## config.mk

```make
export PLATFORM = sky130hd
export DESIGN_NAME = pipeline_rx_flat
export DESIGN_NICKNAME = d
export VERILOG_FILES = /design/src/rtl/pipeline_rx_pkg.sv /design/src/rtl/pipeline_rx_if.sv /design/src/rtl/pipeline_rx_sync_fifo.sv /design/src/rtl/pipeline_rx.sv /design/src/flat_wrapper.sv
export SDC_FILE = /design/constraint.sdc
export NUM_CORES = 1
export LEC_CHECK = 0
export CELL_PAD_IN_SITES_DETAIL_PLACEMENT = 1
export CELL_PAD_IN_SITES_GLOBAL_PLACEMENT = 2
export CORE_ASPECT_RATIO = 0.6
export CORE_MARGIN = 8
export CORE_UTILIZATION = 39
export CTS_CLUSTER_DIAMETER = 120
export DETAILED_ROUTE_END_ITERATION = 8
export GPL_ROUTABILITY_DRIVEN = 0
export PLACE_DENSITY_LB_ADDON = 0.1
export SLEW_MARGIN = 10
export SYNTH_ARGS = -nofsm -noshare
export SYNTH_HDL_FRONTEND = slang
export SYNTH_SLANG_ARGS = --single-unit
```

## constraint.sdc

```tcl
create_clock -name clk -period 2.61 [get_ports clk]
set_clock_uncertainty 0.1 [all_clocks]
set_input_delay 0.3915 -clock clk [delete_from_list [all_inputs] [get_ports clk]]
set_output_delay 0.3915 -clock clk [all_outputs]
set_load 0.01 [all_outputs]
```

## src/rtl/pipeline_rx_pkg.sv

```systemverilog
// Shared constants for the pipeline_ex result receiver: data width, pipeline latency and FIFO depth.
package pipeline_rx_pkg;
  localparam int PIPE_N          = 10;
  localparam int PIPE_LAT        = 3;
  localparam int PIPE_FIFO_DEPTH = 4;

  // Width of an occupancy counter that must represent 0..depth inclusive.
  function automatic int count_width(input int depth);
    return $clog2(depth) + 1;
  endfunction
endpackage

```

## src/rtl/pipeline_rx_if.sv

```systemverilog
// Valid/ready result stream; the receiver drives it as master, the consumer as slave.
interface pipeline_rx_if #(
  parameter int N = 10
);
  logic         valid;
  logic         ready;
  logic [N-1:0] data;

  modport master (output valid, output data, input ready);
  modport slave  (input valid, input data, output ready);
endinterface

```

## src/rtl/pipeline_rx_sync_fifo.sv

```systemverilog
// First-word-fall-through FIFO; a push while full is accepted only when a pop frees the slot.
module sync_fifo #(
  parameter int N     = 10,
  parameter int DEPTH = 4
) (
  input  logic                     clk,
  input  logic                     rst,
  input  logic                     push,
  input  logic [N-1:0]             din,
  input  logic                     pop,
  output logic [N-1:0]             dout,
  output logic [$clog2(DEPTH):0]   count,
  output logic                     full,
  output logic                     empty
);
  localparam int AW = $clog2(DEPTH);
  localparam logic [AW:0] FULL_COUNT = (AW + 1)'(DEPTH);

  logic [N-1:0]  mem [DEPTH];
  logic [AW-1:0] wr_ptr_reg;
  logic [AW-1:0] rd_ptr_reg;
  logic [AW:0]   count_reg;
  logic          pop_ok;
  logic          push_ok;

  assign empty   = (count_reg == '0);
  assign full    = (count_reg == FULL_COUNT);
  assign pop_ok  = pop & ~empty;
  assign push_ok = push & (~full | pop_ok);
  assign count   = count_reg;
  assign dout    = empty ? '0 : mem[rd_ptr_reg];

  always_ff @(posedge clk) begin
    if (push_ok) begin
      mem[wr_ptr_reg] <= din;
    end
  end

  // Pointers wrap naturally because DEPTH is a power of two.
  always_ff @(posedge clk) begin
    if (rst) begin
      wr_ptr_reg <= '0;
      rd_ptr_reg <= '0;
      count_reg  <= '0;
    end else begin
      if (push_ok) wr_ptr_reg <= wr_ptr_reg + 1'b1;
      if (pop_ok)  rd_ptr_reg <= rd_ptr_reg + 1'b1;
      case ({push_ok, pop_ok})
        2'b10:   count_reg <= count_reg + 1'b1;
        2'b01:   count_reg <= count_reg - 1'b1;
        default: count_reg <= count_reg;
      endcase
    end
  end
endmodule

```

## src/rtl/pipeline_rx.sv

```systemverilog
// Captures pipeline_ex results LAT edges after each launch, buffers them and offers them downstream.
module pipeline_rx
  import pipeline_rx_pkg::*;
#(
  parameter int N     = PIPE_N,
  parameter int LAT   = PIPE_LAT,
  parameter int DEPTH = PIPE_FIFO_DEPTH
) (
  input  logic                   clk,
  input  logic                   rst,
  input  logic                   in_valid,
  input  logic [N-1:0]           f_in,
  pipeline_rx_if.master          out,
  output logic [$clog2(DEPTH):0] count,
  output logic                   overflow,
  output logic                   busy
);
  logic [LAT-1:0] vd_reg;
  logic           overflow_reg;
  logic           push;
  logic           pop;
  logic           full;
  logic           empty;

  // Launch valid delayed to line up with the matching F value.
  always_ff @(posedge clk) begin
    if (rst) begin
      vd_reg <= '0;
    end else begin
      vd_reg[0] <= in_valid;
      for (int i = 1; i < LAT; i++) begin
        vd_reg[i] <= vd_reg[i-1];
      end
    end
  end

  assign push = vd_reg[LAT-1];
  assign pop  = out.valid & out.ready;

  sync_fifo #(
    .N     (N),
    .DEPTH (DEPTH)
  ) u_fifo (
    .clk   (clk),
    .rst   (rst),
    .push  (push),
    .din   (f_in),
    .pop   (pop),
    .dout  (out.data),
    .count (count),
    .full  (full),
    .empty (empty)
  );

  // A result is lost only when the FIFO is full and nothing leaves this cycle.
  always_ff @(posedge clk) begin
    if (rst) begin
      overflow_reg <= 1'b0;
    end else if (push && full && !pop) begin
      overflow_reg <= 1'b1;
    end
  end

  assign out.valid = ~empty;
  assign overflow  = overflow_reg;
  assign busy      = (|vd_reg) | ~empty;
endmodule
```

## src/flat_wrapper.sv

```systemverilog
// flat-port wrapper written by rule: the top's interface ports become plain ports
module pipeline_rx_flat import pipeline_rx_pkg::*;
#(
  parameter int N     = PIPE_N,
  parameter int LAT   = PIPE_LAT,
  parameter int DEPTH = PIPE_FIFO_DEPTH
)
  (clk, rst, in_valid, f_in, count, overflow, busy, out_valid, out_data, out_ready);
  pipeline_rx_if #(.N(N)) out_i ();
  input  logic clk;
  input  logic rst;
  input  logic in_valid;
  input  logic [N-1:0] f_in;
  output logic [$clog2(DEPTH):0] count;
  output logic overflow;
  output logic busy;
  output wire logic [$bits(out_i.valid)-1:0] out_valid;
  output wire logic [$bits(out_i.data)-1:0] out_data;
  input wire logic [$bits(out_i.ready)-1:0] out_ready;
  assign out_valid = out_i.valid;
  assign out_data = out_i.data;
  assign out_i.ready = out_ready;
  pipeline_rx #(.N(N), .LAT(LAT), .DEPTH(DEPTH)) u_core (.clk(clk), .rst(rst), .in_valid(in_valid), .f_in(f_in), .out(out_i), .count(count), .overflow(overflow), .busy(busy));
endmodule
```

==> results_dict.tcl <==
set metrics [dict create \
    synthFlopType "edfxtp_1" \
    insertion_delay_ns 0.31 \
    final_design_area_no_fill_um2 2680 \
    place_ws_ns 0.219 \
    final_util_pct 48.6 \
    tightest_slew_ns 0.589 \
    avgSynthCellArea_um2 15.8 \
    worstPathArrival_ns 2.03 \
    drtAntennaViolNets 0 \
    synthTopCellsByArea "edfxtp_1 54%, dfxtp_1 12%, mux4_2 10%" \
    synth-edff-count 40 \
    seq_area_frac_synth_pct 66.2 \
    largest_reg_flops 40 \
    cts.clk_slew.worst_paths_ns 0.10 \
    tritoncts "yes" \
    finalSetupTns_ns 0 \
    end_kind "primary output" \
    multiInputGateArea_um2 663 \
    startpoint_type "flop" \
    grt_util_all_layers_pct 12.2 \
    yosysWarnings 0 \
    yosysTopAreaCell "edfxtp_1" \
    register_area_um2 1460 \
    drv_cap 0 \
    rsz0062_at_grt "false" \
    die_w_um 113 \
    status "finished clean" \
    hold_start "u_core.vd_reg[0]" \
    hold_violations 0 \
    place_area_um2 2580 \
    dieArea_um2 8410 \
    post-route-drc-count 0 \
    min_period_ns 2.52 \
    h-tree-depth 2 \
    io_buffers 29 \
    p_per_area_nw_per_um2 552 \
    clockBufferDepth 2 \
    synthCells 140 \
    synth.cell_area_um2 2210 \
    placeableCoreArea_um2 5520 \
    synth_commonest_cells "40 x edfxtp_1, 13 x dfxtp_1, 10 x and2_1, 10 x mux4_2, 7 x inv_1" \
    row_count 21 \
    ys_async_sr_fraction_pct 0 \
    finalCritPeriodShare_pct 96.5 \
    cts_sinks 53 \
    peakVddDrop_mv 0.263 \
    synth_nets 159 \
    numCtsBuffers 5 \
    root_buffer "clkbuf_8" \
    synth_top_area_share_pct 54.4 \
    routed_wl_um 4770 \
    overflow 0 \
    p_leak_nw 0.896 \
    yosysUniqueCellTypes 34 \
    antenna_found_initial 0 \
    regToRegStartpoint "u_core.u_fifo.count[2]" \
    drtIter0Drc 41 \
    initial_core_util_pct 40.0 \
    hpwl_um 3400 \
    synth_seq_cells 53 \
    ioPinCount 30 \
    final_nets 192 \
    post_drt_wl_per_cell_um 19.6 \
    cp.required_ns 2.12 \
    grt_pass1_wl_um 7580 \
    dp.cells 235 \
    relSlewSlack_pct 60.7 \
    min_path_type "flop to flop" \
    instances_no_fill 243 \
    worstPathMaxFanout 13 \
    n_fill_cell 559 \
    first_pass_iters 4 \
    grt_pass1_vias 1348 \
    drive_gt1_share_pct 16.7 \
    slew_viol_final 0 \
    crit_type "flop to primary output" \
    fmax_ghz 0.397 \
    setup_viol 0 \
    area_growth_pct 21.4 \
    via_per_inst 5.23 \
    yosysMostFrequentCell "edfxtp_1" \
    grt_max_degree 17 \
    worst_slack_ns 0.0919 \
    chipHeight_um 74.3 \
    num_vias 1270 \
    setup.worst_path.start "u_core.u_fifo.count[2]" \
    antenna_cells_inserted 0 \
]
cell type report:
cell class	instances	share of cell area (%)
clock buffers	6	3.08
clock inverters	2	0.513
inverters	7	0.980
multi-input cells	70	24.7
flip-flops and latches	53	54.5
well taps	69	3.22
repair buffers	36	12.9
power by group:
part / switching (mW) / internal, mW
Combinational: 0.0385 / 0.0442
Clock: 0.268 / 0.216
Sequential: 0.00305 / 0.911
placed cells by master (no fill, tap or decap), types with 2 or more instances in the layout:
master / instances
and3_1: 4
nor2b_1: 3
xor2_1: 4
and2_1: 10
nand3_1: 6
clkdlybuf4s50_1: 29
nor2_1: 6
ha_1: 4
a21oi_1: 2
edfxtp_1: 40
buf_4: 6
clkbuf_8: 6
mux4_2: 10
dfxtp_1: 12
o31ai_1: 2
o2111ai_1: 2
inv_1: 7
o21ai_0: 2
cells by family (layout without fill, tap and decap cells):
| logic type | count (synthesis) | after routing | share of synthesized area (%) |
|---|---|---|---|
| AO/OA/AOI/OAI | 13 | 13 | 4.25 |
| XOR/XNOR | 4 | 4 | 1.59 |
| adder cells (fa/ha/maj) | 5 | 5 | 3.17 |
| buffers and inverters | 17 | 51 | 3.80 |
| flip-flops | 53 | 53 | 66.2 |
| multiplexers | 10 | 10 | 10.2 |
| AND/OR/NAND/NOR | 38 | 38 | 10.8 |
stage by stage:
stage / power [mW] / hold slack [ns]
final: 1.48 / 0.373
after detailed placement: 1.02 / 0.353
after global placement: 1.01 / 0.351
after CTS: 1.50 / 0.376
after floorplan: 0.968 / 0.330
after global routing: 1.54 / 0.385
repair_timing:
| action | CTS | global route |
|---|---|---|
| setup endpoints to repair | 0 | 6 |
| setup buffers | 0 | 0 |
| hold buffers | 0 | 0 |
| resized for setup | 0 | 2 |
path summary, 6_finish.rpt:
| check | slack, ns | cells past startpoint | endpoint |
|---|---|---|---|
| setup / recovery | 0.09 | 3 | busy |
| hold / removal | 0.37 | 1 | u_core.vd_reg[1] |
| setup reg to reg | 0.46 | 6 | u_core.u_fifo.count[1] |
| hold reg to reg | 0.37 | 1 | u_core.vd_reg[1] |
worst max-delay path, cell delays in order, from the launching register on:
cell,delay [ns]
dfxtp_1,0.33
or3_4,0.49
or4_1,0.41
clkdlybuf4s50_1,0.49
routing by layer:
layer	GRT usage, %	wire length, um	vias up
met2	16.9	1930	23
met3	3.97	231	8
met1	17.4	2540	644
li1	-	-	595
met4	4.40	58	0
met5	0	0	-
Note: power is estimated with default switching activity, not from simulation.
